[src/rtl/matvec_engine_if.sv]
// Host-side bundle for matvec_engine: operand write ports, start/status and the result stream.
// The host side (master) drives writes, start and result_ready; the engine side (slave) drives results and status.
interface matvec_engine_if #(
  parameter int M          = 3,
  parameter int N          = 3,
  parameter int DATA_WIDTH = 8
);
  localparam int RW = $clog2(M);
  localparam int CW = $clog2(N);

  logic                    start;
  logic                    w_wen;
  logic [RW-1:0]           w_row;
  logic [CW-1:0]           w_col;
  logic [DATA_WIDTH-1:0]   w_in;
  logic                    x_wen;
  logic [CW-1:0]           x_addr;
  logic [DATA_WIDTH-1:0]   x_in;
  logic [2*DATA_WIDTH-1:0] result;
  logic [RW-1:0]           result_idx;
  logic                    result_valid;
  logic                    result_ready;
  logic                    busy;
  logic                    done;

  modport master (
    output start, w_wen, w_row, w_col, w_in, x_wen, x_addr, x_in, result_ready,
    input  result, result_idx, result_valid, busy, done
  );

  modport slave (
    input  start, w_wen, w_row, w_col, w_in, x_wen, x_addr, x_in, result_ready,
    output result, result_idx, result_valid, busy, done
  );
endinterface

[src/rtl/matvec_engine.sv]
// Weight-stationary y = W*x engine: N MAC cycles per row, then one saturated result held until accepted.
// Latency (N+1) cycles per row with result_ready high; a low result_ready stalls the engine in EMIT.
module matvec_engine #(
  parameter int M          = 3,
  parameter int N          = 3,
  parameter int DATA_WIDTH = 8
) (
  input logic             clk,
  input logic             rst_n,
  matvec_engine_if.slave  bus
);
  localparam int RW = $clog2(M);
  localparam int CW = $clog2(N);
  localparam int PW = 2 * DATA_WIDTH;
  localparam int AW = PW + CW;

  localparam logic [RW-1:0] ROW_LAST = RW'(M - 1);
  localparam logic [CW-1:0] COL_LAST = CW'(N - 1);
  localparam logic signed [AW-1:0] SAT_HI = {{(CW + 1){1'b0}}, {(PW - 1){1'b1}}};
  localparam logic signed [AW-1:0] SAT_LO = {{(CW + 1){1'b1}}, {(PW - 1){1'b0}}};

  typedef enum logic [1:0] {IDLE, MAC, EMIT} state_t;

  state_t state;
  state_t state_nxt;

  logic signed [DATA_WIDTH-1:0] w_mem [M][N];
  logic signed [DATA_WIDTH-1:0] x_mem [N];

  logic signed [AW-1:0] acc;
  logic [RW-1:0]        row;
  logic [CW-1:0]        col;
  logic [PW-1:0]        result_q;
  logic [RW-1:0]        result_idx_q;
  logic                 result_valid_q;
  logic                 done_q;

  logic signed [PW-1:0] prod;
  logic signed [AW-1:0] acc_sum;
  logic [PW-1:0]        sat_sum;
  logic                 hs;

  // Operand RAMs carry no reset; writes are only taken while idle so a run sees stable data.
  always_ff @(posedge clk) begin
    if (state == IDLE) begin
      if (bus.w_wen && bus.w_row <= ROW_LAST && bus.w_col <= COL_LAST)
        w_mem[bus.w_row][bus.w_col] <= bus.w_in;
      if (bus.x_wen && bus.x_addr <= COL_LAST)
        x_mem[bus.x_addr] <= bus.x_in;
    end
  end

  assign prod    = w_mem[row][col] * x_mem[col];
  assign acc_sum = acc + {{CW{prod[PW-1]}}, prod};
  assign hs      = result_valid_q && bus.result_ready;

  always_comb begin
    sat_sum = acc_sum[PW-1:0];
    if (acc_sum > SAT_HI)
      sat_sum = SAT_HI[PW-1:0];
    else if (acc_sum < SAT_LO)
      sat_sum = SAT_LO[PW-1:0];
  end

  always_ff @(posedge clk or negedge rst_n) begin
    if (!rst_n)
      state <= IDLE;
    else
      state <= state_nxt;
  end

  always_comb begin
    state_nxt = state;
    unique case (state)
      IDLE:    if (bus.start) state_nxt = MAC;
      MAC:     if (col == COL_LAST) state_nxt = EMIT;
      EMIT:    if (hs) state_nxt = (row == ROW_LAST) ? IDLE : MAC;
      default: state_nxt = IDLE;
    endcase
  end

  always_ff @(posedge clk or negedge rst_n) begin
    if (!rst_n) begin
      acc            <= '0;
      row            <= '0;
      col            <= '0;
      result_q       <= '0;
      result_idx_q   <= '0;
      result_valid_q <= 1'b0;
      done_q         <= 1'b0;
    end else begin
      done_q <= 1'b0;
      unique case (state)
        IDLE: begin
          if (bus.start) begin
            acc <= '0;
            row <= '0;
            col <= '0;
          end
        end
        MAC: begin
          if (col == COL_LAST) begin
            result_q       <= sat_sum;
            result_idx_q   <= row;
            result_valid_q <= 1'b1;
            col            <= '0;
          end else begin
            acc <= acc_sum;
            col <= col + 1'b1;
          end
        end
        EMIT: begin
          if (hs) begin
            result_valid_q <= 1'b0;
            if (row == ROW_LAST) begin
              done_q <= 1'b1;
            end else begin
              row <= row + 1'b1;
              col <= '0;
              acc <= '0;
            end
          end
        end
        default: ;
      endcase
    end
  end

  assign bus.result       = result_q;
  assign bus.result_idx   = result_idx_q;
  assign bus.result_valid = result_valid_q;
  assign bus.done         = done_q;
  assign bus.busy         = (state != IDLE);
endmodule

[src/flat_wrapper.sv]
// flat-port wrapper written by rule: the top's interface ports become plain ports
module matvec_engine_flat 
#(
  parameter int M          = 3,
  parameter int N          = 3,
  parameter int DATA_WIDTH = 8
)
  (clk, rst_n, bus_start, bus_w_wen, bus_w_row, bus_w_col, bus_w_in, bus_x_wen, bus_x_addr, bus_x_in, bus_result_ready, bus_result, bus_result_idx, bus_result_valid, bus_busy, bus_done);
  matvec_engine_if #(.M(M), .N(N), .DATA_WIDTH(DATA_WIDTH)) bus_i ();
  input logic clk;
  input logic rst_n;
  input wire logic [$bits(bus_i.start)-1:0] bus_start;
  input wire logic [$bits(bus_i.w_wen)-1:0] bus_w_wen;
  input wire logic [$bits(bus_i.w_row)-1:0] bus_w_row;
  input wire logic [$bits(bus_i.w_col)-1:0] bus_w_col;
  input wire logic [$bits(bus_i.w_in)-1:0] bus_w_in;
  input wire logic [$bits(bus_i.x_wen)-1:0] bus_x_wen;
  input wire logic [$bits(bus_i.x_addr)-1:0] bus_x_addr;
  input wire logic [$bits(bus_i.x_in)-1:0] bus_x_in;
  input wire logic [$bits(bus_i.result_ready)-1:0] bus_result_ready;
  output wire logic [$bits(bus_i.result)-1:0] bus_result;
  output wire logic [$bits(bus_i.result_idx)-1:0] bus_result_idx;
  output wire logic [$bits(bus_i.result_valid)-1:0] bus_result_valid;
  output wire logic [$bits(bus_i.busy)-1:0] bus_busy;
  output wire logic [$bits(bus_i.done)-1:0] bus_done;
  assign bus_i.start = bus_start;
  assign bus_i.w_wen = bus_w_wen;
  assign bus_i.w_row = bus_w_row;
  assign bus_i.w_col = bus_w_col;
  assign bus_i.w_in = bus_w_in;
  assign bus_i.x_wen = bus_x_wen;
  assign bus_i.x_addr = bus_x_addr;
  assign bus_i.x_in = bus_x_in;
  assign bus_i.result_ready = bus_result_ready;
  assign bus_result = bus_i.result;
  assign bus_result_idx = bus_i.result_idx;
  assign bus_result_valid = bus_i.result_valid;
  assign bus_busy = bus_i.busy;
  assign bus_done = bus_i.done;
  matvec_engine #(.M(M), .N(N), .DATA_WIDTH(DATA_WIDTH)) u_core (.clk(clk), .rst_n(rst_n), .bus(bus_i));
endmodule
[config.mk]
export PLATFORM = sky130hd
export DESIGN_NAME = matvec_engine_flat
export DESIGN_NICKNAME = d
export VERILOG_FILES = /design/src/rtl/matvec_engine_if.sv /design/src/rtl/matvec_engine.sv /design/src/flat_wrapper.sv
export SDC_FILE = /design/constraint.sdc
export NUM_CORES = 1
export LEC_CHECK = 0
export ABC_AREA = 1
export CORE_ASPECT_RATIO = 1.1
export CORE_MARGIN = 4
export CORE_UTILIZATION = 50
export DETAILED_ROUTE_END_ITERATION = 8
export GPL_ROUTABILITY_DRIVEN = 0
export PLACE_DENSITY = 0.71
export SLEW_MARGIN = 30
export SYNTH_ARGS = -nofsm -noshare
export SYNTH_HDL_FRONTEND = slang
export SYNTH_SLANG_ARGS = --single-unit
[constraint.sdc]
create_clock -name clk -period 7.53 [get_ports clk]
set_clock_uncertainty 0.05 [all_clocks]
set_input_delay 0.753 -clock clk [delete_from_list [all_inputs] [get_ports clk]]
set_output_delay 0.753 -clock clk [all_outputs]
set_load 0.005 [all_outputs]
==> results of run 1 <==
==> cell usage in the layout, fill, tap and decap left out, types with 28 or more instances in the layout <==
master and n:
nand2_1 313, inv_1 179, edfxtp_1 96, nand3_1 74
fa_1 55, ha_1 47, clkdlybuf4s50_1 47, dfrtp_1 42
nor2_1 34, a21oi_1 28
==> layer usage <==
metal | wire (um) | vias up | GRT usage, %
li1 | - | 3429 | -
met1 | 8862 | 3275 | 27.77
met2 | 10660 | 188 | 36.08
met3 | 979 | 37 | 4.178
met4 | 479 | 0 | 7.115
met5 | 0 | - | 0
==> worst max-delay path, delay by kind of cell, from the launching register on <==
kind	cells	cell delay (ps)
AO/OA/AOI/OAI	7	1380
XOR/XNOR	1	170
adder cells (fa/ha/maj)	6	2720
buffers and inverters	5	560
flip-flops	1	480
AND/OR/NAND/NOR	13	1470
==> stage by stage <==
step           cell area (sq um)  setup WS, ps  instances
5_1_grt                    10680        -4.990       1340
6_report                   10680         568.6       1340
3_5_place_dp                9990         261.4       1306
2_1_floorplan               9253          1198       1035
4_1_cts                    10570         213.9       1338
3_3_place_gp                9980         399.3       1306
==> final timing paths <==
check                                startpoint               endpoint  slack, ps  cells after the start
max                               u_core.row[0]  u_core.bus.result[13]        570                     32
min                                       rst_n          u_core.acc[9]        280                      1
max reg2reg                       u_core.row[0]  u_core.bus.result[13]        570                     32
min reg2reg                u_core.bus.result[6]   u_core.bus.result[6]        430                      2
max in group asynchronous                 rst_n          u_core.row[0]       6700                      1
min in group clk           u_core.bus.result[6]   u_core.bus.result[6]        430                      2
==> kinds of logic after synthesis <==
logic type	after synthesis
and+or+nand+nor	463
buffers and inverters	213
DFF	140
adders and majority gates	103
AOI/OAI and AO/OA	94
xor gates and xnor gates	22
==> registers in the layout, summed over array words and instances (netlist names) <==
signal	count
u_core.state	2
u_core.x_mem	24
u_core.acc	18
u_core.bus.result_valid	1
u_core.bus.result_idx	2
u_core.col	2
u_core.row	2
u_core.bus.done	1
u_core.bus.result	16
u_core.w_mem	72
==> area by class of cell <==
class                           count  area [sq um]
Clock inverter                     14         150.1
Fill cell                        1560          7252
Clock buffer                       18         429.2
Timing Repair Buffer               56         538.0
Multi-Input combinational cell    682          4519
Inverter                          190         743.2
Timing Repair inverter              2         15.01
Sequential cell                   140          3986
Tap cell                          238         297.8
==> results.cfg, run 1 <==
[setup_path]
critPathCaptureType = flip-flop
worst-path-max-fanout = 26
cpMostUsedCell = nand2_1
crit_arrival_ps = 7220
slowest_stage = fa_1
max_stage_delay_ps = 570
crit_path_start_kind = flip-flop
critical_path_class = reg2reg
cp.required_ps = 7790

[floorplan]
fp.dieW_um = 137.7
std_cell_rows = 51
io_pins = 49
start_util_pct = 51.60
core-area_sq_um = 17930
die_h_um = 150.7
die-area_sq_um = 20750

[clock_tree]
clk_root_buffer_cell = clkbuf_16
hold_buffers = 0
cts_resized = 0
cts_buffers = 17
path_clk_slew_ps = 70
postCtsSetupRepairBufs = 0
clock_latency_ps = 430
clockBufferDepth = 2
cts_tree = done
htree_levels = 4
cts.sinks = 140

[global_route]
antenna_found_initial = 0
grt_pass1_wl_um = 34390
overflow = 0
grt_pass1_vias = 6986
grt_max_degree = 45
grt_use_total_pct = 21.40

[synthesis]
yosys.area_share.simple_pct = 21.10
synth_fp_nets = 1166
synth_top_area_share_pct = 31.16
synthMuxAreaShare_pct = 0
postSynthAreaPerCell_sq_um = 8.940
synth_fa_ha_area_share_pct = 18.47
yosysUniqueCellTypes = 42
synth_top_family_by_area = simple AND/OR/NAND/NOR gates
synthArstFlopShare_pct = 31.43
postSynthCellCount = 1035
synth_edf_count = 96
synth_commonest_cells = nand2_1, inv_1, edfxtp_1
yosysTopAreaCell = edfxtp_1
yosys-top-cells-area = edfxtp_1, nand2_1, fa_1
synthFlopType = edfxtp_1
syn_area_sq_um = 9253
ys_ff_latch = 140
synth-compound-area-share_pct = 6.437
synth_warnings = 0
yosysSeqAreaShare_pct = 43.06
synth_xor_area_share_pct = 2.082
post-synth-top-count-cell = nand2_1

[timing]
finalHoldViolCount = 0
period_needed_ps = 6961
fmax_ghz = 0.1436
tns_ps = 0
finalMaxSlewViolations = 0
setup_viol = 0
tightest_slew_ps = 960.7
fin_crit_sh_pct = 92.45
max_slew_margin_pct = 35.77
hold_ws_ps = 284.1

[layout]
fin_util_pct = 59.56
syn_to_final_growth_pct = 15.42
finalNetCount = 1220
antennaDiodeCount = 0
drive_gt1_share_pct = 8.076

[drt]
detail_route.first_pass.iterations = 6
wl_per_cell_um = 15.66
num_vias = 6929
drtIter0Drc = 452
via_per_inst = 5.171
drc = 0
ant_nets = 0
totalWireLength_um = 20980

[run]
drv_cap = 0

[place]
io_buffers = 48
hpwl_um = 15940

[outcome]
status = completed

[hold_path]
hold_path.class = in2async
Power of run 1 is not shown: default switching activity piles up to over one toggle a cycle in this logic, so the estimate is an artifact.
==> inputs of run 2 (changes only) <==
--- a/config.mk
+++ b/config.mk
@@ -6,8 +6,8 @@
 export NUM_CORES = 1
 export LEC_CHECK = 0
 export ABC_AREA = 1
+export CAP_MARGIN = 15
 export CORE_ASPECT_RATIO = 1.1
-export CORE_MARGIN = 4
 export CORE_UTILIZATION = 50
 export DETAILED_ROUTE_END_ITERATION = 8
 export GPL_ROUTABILITY_DRIVEN = 0
==> constraint.sdc (replaced) <==
create_clock -name clk -period 8.74 [get_ports clk]
set_clock_uncertainty 0.05 [all_clocks]
set_input_delay 0.874 -clock clk [delete_from_list [all_inputs] [get_ports clk]]
set_output_delay 0.874 -clock clk [all_outputs]
set_load 0.005 [all_outputs]
==> run 2 against run 1 <==
  * Final area fell by 1.2%
  * First-iteration DRC count rose by 10%
  * Global-route usage rose by 2.1 points
  * Critical endpoint is now u_core.bus.result[14]
==> results.cfg, run 2 (synthesized netlist as in run 1, its figures left out) <==
[place]
hpwl_um = 15650
placed_cells = 1305
io_buffers = 48
place_area_sq_um = 9975

[clock_tree]
clockBufferDepth = 2
path_clk_slew_ps = 60
postCtsSetupRepairBufs = 0
cts_buffers = 17
cts_tree = done
clk_root_buffer_cell = clkbuf_16
hold_buffers = 0
htree_levels = 4
clock_latency_ps = 420
cts.sinks = 140
cts_resized = 0

[floorplan]
io_pins = 49
fp.dieW_um = 131.7
die-area_sq_um = 19050
start_util_pct = 51.60
std_cell_rows = 51
die_h_um = 144.7
core-area_sq_um = 17930

[global_route]
grt_pass1_vias = 6908
antenna_found_initial = 0
grt_pass1_wl_um = 34530
overflow = 0
grt_max_degree = 51
grt_use_total_pct = 23.52

[setup_path]
cpMostUsedCell = nand2_1
reg2reg_to = u_core.bus.result[14]
slowest_stage = fa_1
startpoint = u_core.row[1]
crit_path_start_kind = flip-flop
r2r_start = u_core.row[1]
reg2reg_depth = 37
cp_num_cells = 37
critPathCaptureType = flip-flop
crit_arrival_ps = 7610
critPathTopFamily = adder cells
crit_buf_inv = 9
crit_end = u_core.bus.result[14]
regToRegSetupSlack_ps = 1390
critical_path_class = reg2reg
cp.required_ps = 9000
worst-path-max-fanout = 50
max_stage_delay_ps = 660

[timing]
fin_crit_sh_pct = 84.14
rsz0062_at_grt = false
period_needed_ps = 7353
tns_ps = 0
finalHoldViolCount = 0
setup_viol = 0
max_slew_margin_pct = 39.82
fmax_ghz = 0.1360
finalMaxSlewViolations = 0
tightest_slew_ps = 900.2

[layout]
fin_util_pct = 58.85
biggestRegsByFlops = u_core.w_mem: 72 flops, u_core.x_mem: 24 flops, u_core.acc: 18 flops
antennaDiodeCount = 0
post-route-cell-area_sq_um = 10550
final_cell_mix = nand2_1, inv_1, edfxtp_1
drive_gt1_share_pct = 6.278
top_register = u_core.w_mem
finalNetCount = 1217
stdcell_count = 1337
syn_to_final_growth_pct = 14.05
largest_reg_flops = 72
final_common_cell = nand2_1

[outcome]
status = completed

[drt]
wl_per_cell_um = 15.41
totalWireLength_um = 20610
via_per_inst = 5.147
detail_route.first_pass.iterations = 5
num_vias = 6881
drtIter0Drc = 497
drc = 0
ant_nets = 0

[hold_path]
hold_path.class = in2async

[run]
drv_cap = 0
-- run 2: changes by cell type in the layout (fill, tap and decap cells not counted), moves of 2 or more --
cell        previous run  this run
nand3_2               12         7
clkinv_1               2         4
dfrtp_1               42        44
clkinv_4               1         5
inv_6                  7         2
dfrtp_2                2         0
nor2_1                34        37
clkinvlp_4             6         2
nor2_4                 3         0
nand3_1               74        80
-- run 2: worst min path at each step --
stage,to,start
global placement,u_core.bus.result[8],u_core.bus.result[8]
global route,u_core.bus.result[8],u_core.bus.result[8]
floorplan,u_core.bus.result[12],u_core.bus.result[12]
detailed placement,u_core.bus.result[1],u_core.bus.result[1]
finish,u_core.acc[16],rst_n
CTS,u_core.acc[7],rst_n
-- run 2: per-layer routing --
layer	wire, um	vias up	part of all wire, %	track usage [%]
li1	-	3416	-	-
met1	9136	3296	44	29.82
met2	10330	138	50	40.63
met3	694	31	3.4	4.180
met4	443	0	2.1	8.690
met5	0	-	0	0
-- run 2: worst reg2reg max path, delay by kind of cell (launching register included) --
family	cells	cell delay [ps]
buffers and inverters	9	1050
AND/OR/NAND/NOR	18	2260
AO/OA/AOI/OAI	3	410
flip-flops	1	390
XOR/XNOR	1	90
adder cells (fa/ha/maj)	6	2970
-- run 2: final cells by class --
class | instances | area, sq um
Multi-Input combinational cell | 682 | 4449
Tap cell | 238 | 297.8
Clock buffer | 19 | 432.9
Inverter | 190 | 713.2
Fill cell | 1555 | 7378
Clock inverter | 13 | 145.1
Sequential cell | 140 | 3984
Timing Repair Buffer | 55 | 530.5
-- run 2: through the flow --
stage	worst slack, ps	hold slack, ps
2_1_floorplan	2408	422.4
3_3_place_gp	1549	419.9
3_5_place_dp	1417	422.6
4_1_cts	1384	430.3
5_1_grt	684.4	451.7
6_report	1387	414.4
Power of run 2 is left out for the same reason.
==> inputs of run 3 (changes only) <==
==> constraint.sdc (replaced) <==
create_clock -name clk -period 6.9 [get_ports clk]
set_clock_uncertainty 0.05 [all_clocks]
set_input_delay 0.69 -clock clk [delete_from_list [all_inputs] [get_ports clk]]
set_output_delay 0.69 -clock clk [all_outputs]
set_load 0.005 [all_outputs]
==> run 3 against run 2 <==
  * Final cell count up 2.5%
  * Via count up 5.1%
  * Sequential cell count unchanged
  * Wire length up 7.3%
  * Count of clock-buffer cells in the layout down 2
  * Register-to-register slack worse by 1100 ps
  * Global-route usage up 0.074 points
  * Core utilization up 3.2 points
  * Critical path depth down 3
  * Setup slack worse by 1100 ps
  * Die area unchanged
==> results.cfg, run 3 (synthesized netlist as in run 1, its figures left out) <==
[outcome]
status = completed

[setup_path]
regToRegSetupSlack_ps = 280
cpMostUsedCell = nand2_1
startpoint = u_core.row[1]
max_stage_delay_ps = 590
critical_path_class = reg2reg
reg2reg_depth = 34
r2r_start = u_core.row[1]
cp.required_ps = 7170
reg2reg_to = u_core.bus.result[11]
crit_buf_inv = 8
critPathTopFamily = adder cells
critPathCaptureType = flip-flop
crit_arrival_ps = 6890
slowest_stage = fa_1
worst-path-max-fanout = 8
crit_path_start_kind = flip-flop

[timing]
setup_viol = 0
tns_ps = 0
period_needed_ps = 6625
fin_crit_sh_pct = 96.01
tightest_slew_ps = 910.0
finalHoldViolCount = 0
max_slew_margin_pct = 39.16
fmax_ghz = 0.1510
finalMaxSlewViolations = 0

[drt]
totalWireLength_um = 22120
ant_nets = 0
drc = 0
detail_route.first_pass.iterations = 5
num_vias = 7234
wl_per_cell_um = 16.13
via_per_inst = 5.276
drtIter0Drc = 457

[place]
hpwl_um = 15660
io_buffers = 48

[layout]
largest_reg_flops = 72
syn_to_final_growth_pct = 20.30
biggestRegsByFlops = u_core.w_mem: 72 flops, u_core.x_mem: 24 flops, u_core.acc: 18 flops
final_common_cell = nand2_1
finalNetCount = 1251
antennaDiodeCount = 0
drive_gt1_share_pct = 13.68
top_register = u_core.w_mem
final_cell_mix = nand2_1, inv_1, edfxtp_1
filler_cell_count = 1461

[clock_tree]
clockBufferDepth = 2
clk_root_buffer_cell = clkbuf_16
cts_tree = done
clock_latency_ps = 430
cts.sinks = 140
htree_levels = 4
cts_buffers = 17
path_clk_slew_ps = 70
hold_buffers = 0

[global_route]
grt_use_total_pct = 23.60
grt_max_degree = 45
grt_pass1_vias = 7013
antenna_found_initial = 0
grt_pass1_wl_um = 34490
overflow = 0

[floorplan]
start_util_pct = 51.60
core-area_sq_um = 17930
io_pins = 49
die_h_um = 144.7
fp.dieW_um = 131.7
die-area_sq_um = 19050
std_cell_rows = 51

[hold_path]
hold_path.class = in2async

[run]
drv_cap = 0
[run 3: cell types whose count changed in the layout (fill, tap and decap cells not counted), moves of 7 or more]
cell / previous run / this run
a21oi_1: 28 / 20
a21oi_2: 1 / 9
buf_4: 8 / 30
ha_1: 47 / 38
nand2_1: 314 / 305
nand2_4: 0 / 7
nand3_1: 80 / 73
[run 3: layout make-up]
type	instances	area (sq um)	share of cell area, %
multi-input combinational	685	4747	42.65
clock buffer	17	425.4	3.822
timing repair inverter	2	17.52	0.1574
timing repair buffer	84	783.3	7.037
inverter	190	723.2	6.497
sequential	140	3988	35.82
clock inverter	15	148.9	1.338
tap	238	297.8	2.675
[run 3: metrics by stage]
stage	utilization [%]	cells	instance area, sq um	hold WS [ps]	worst slack, ps
6_report	62.08	1371	11130	220.5	275.4
5_1_grt	62.08	1371	11130	256.4	-127.1
3_5_place_dp	56.26	1318	10090	420.7	-212.2
4_1_cts	59.58	1350	10680	234.8	14.73
3_3_place_gp	56.23	1318	10080	416.5	-61.53
2_1_floorplan	-	1035	9253	344.4	567.8
[run 3: metal layers]
layer  global-route usage (%)  wire, um  up-vias
li1                         -         -     3491
met1                    29.02      9253     3495
met2                    41.72     11350      215
met3                    4.876      1133       33
met4                    7.772       381        0
met5                        0         0        -
[run 3: worst max path at each step]
stage / endpoint / slack [ps] / cells after the start
floorplan: u_core.bus.result[13] / 570 / 38
global placement: u_core.bus.result[11] / -60 / 34
detailed placement: u_core.bus.result[11] / -210 / 34
CTS: u_core.bus.result[11] / 10 / 34
global route: u_core.bus.result[13] / -130 / 34
finish: u_core.bus.result[11] / 280 / 34
[run 3: what timing repair did]
item                                    in CTS  in global routing
pin swaps                                    0                 29
buffers inserted                             0                 16
endpoints found under the setup margin      15                 19
gates resized for setup                      7                 75
gates cloned                                 0                  5
Power of run 3 is left out for the same reason.
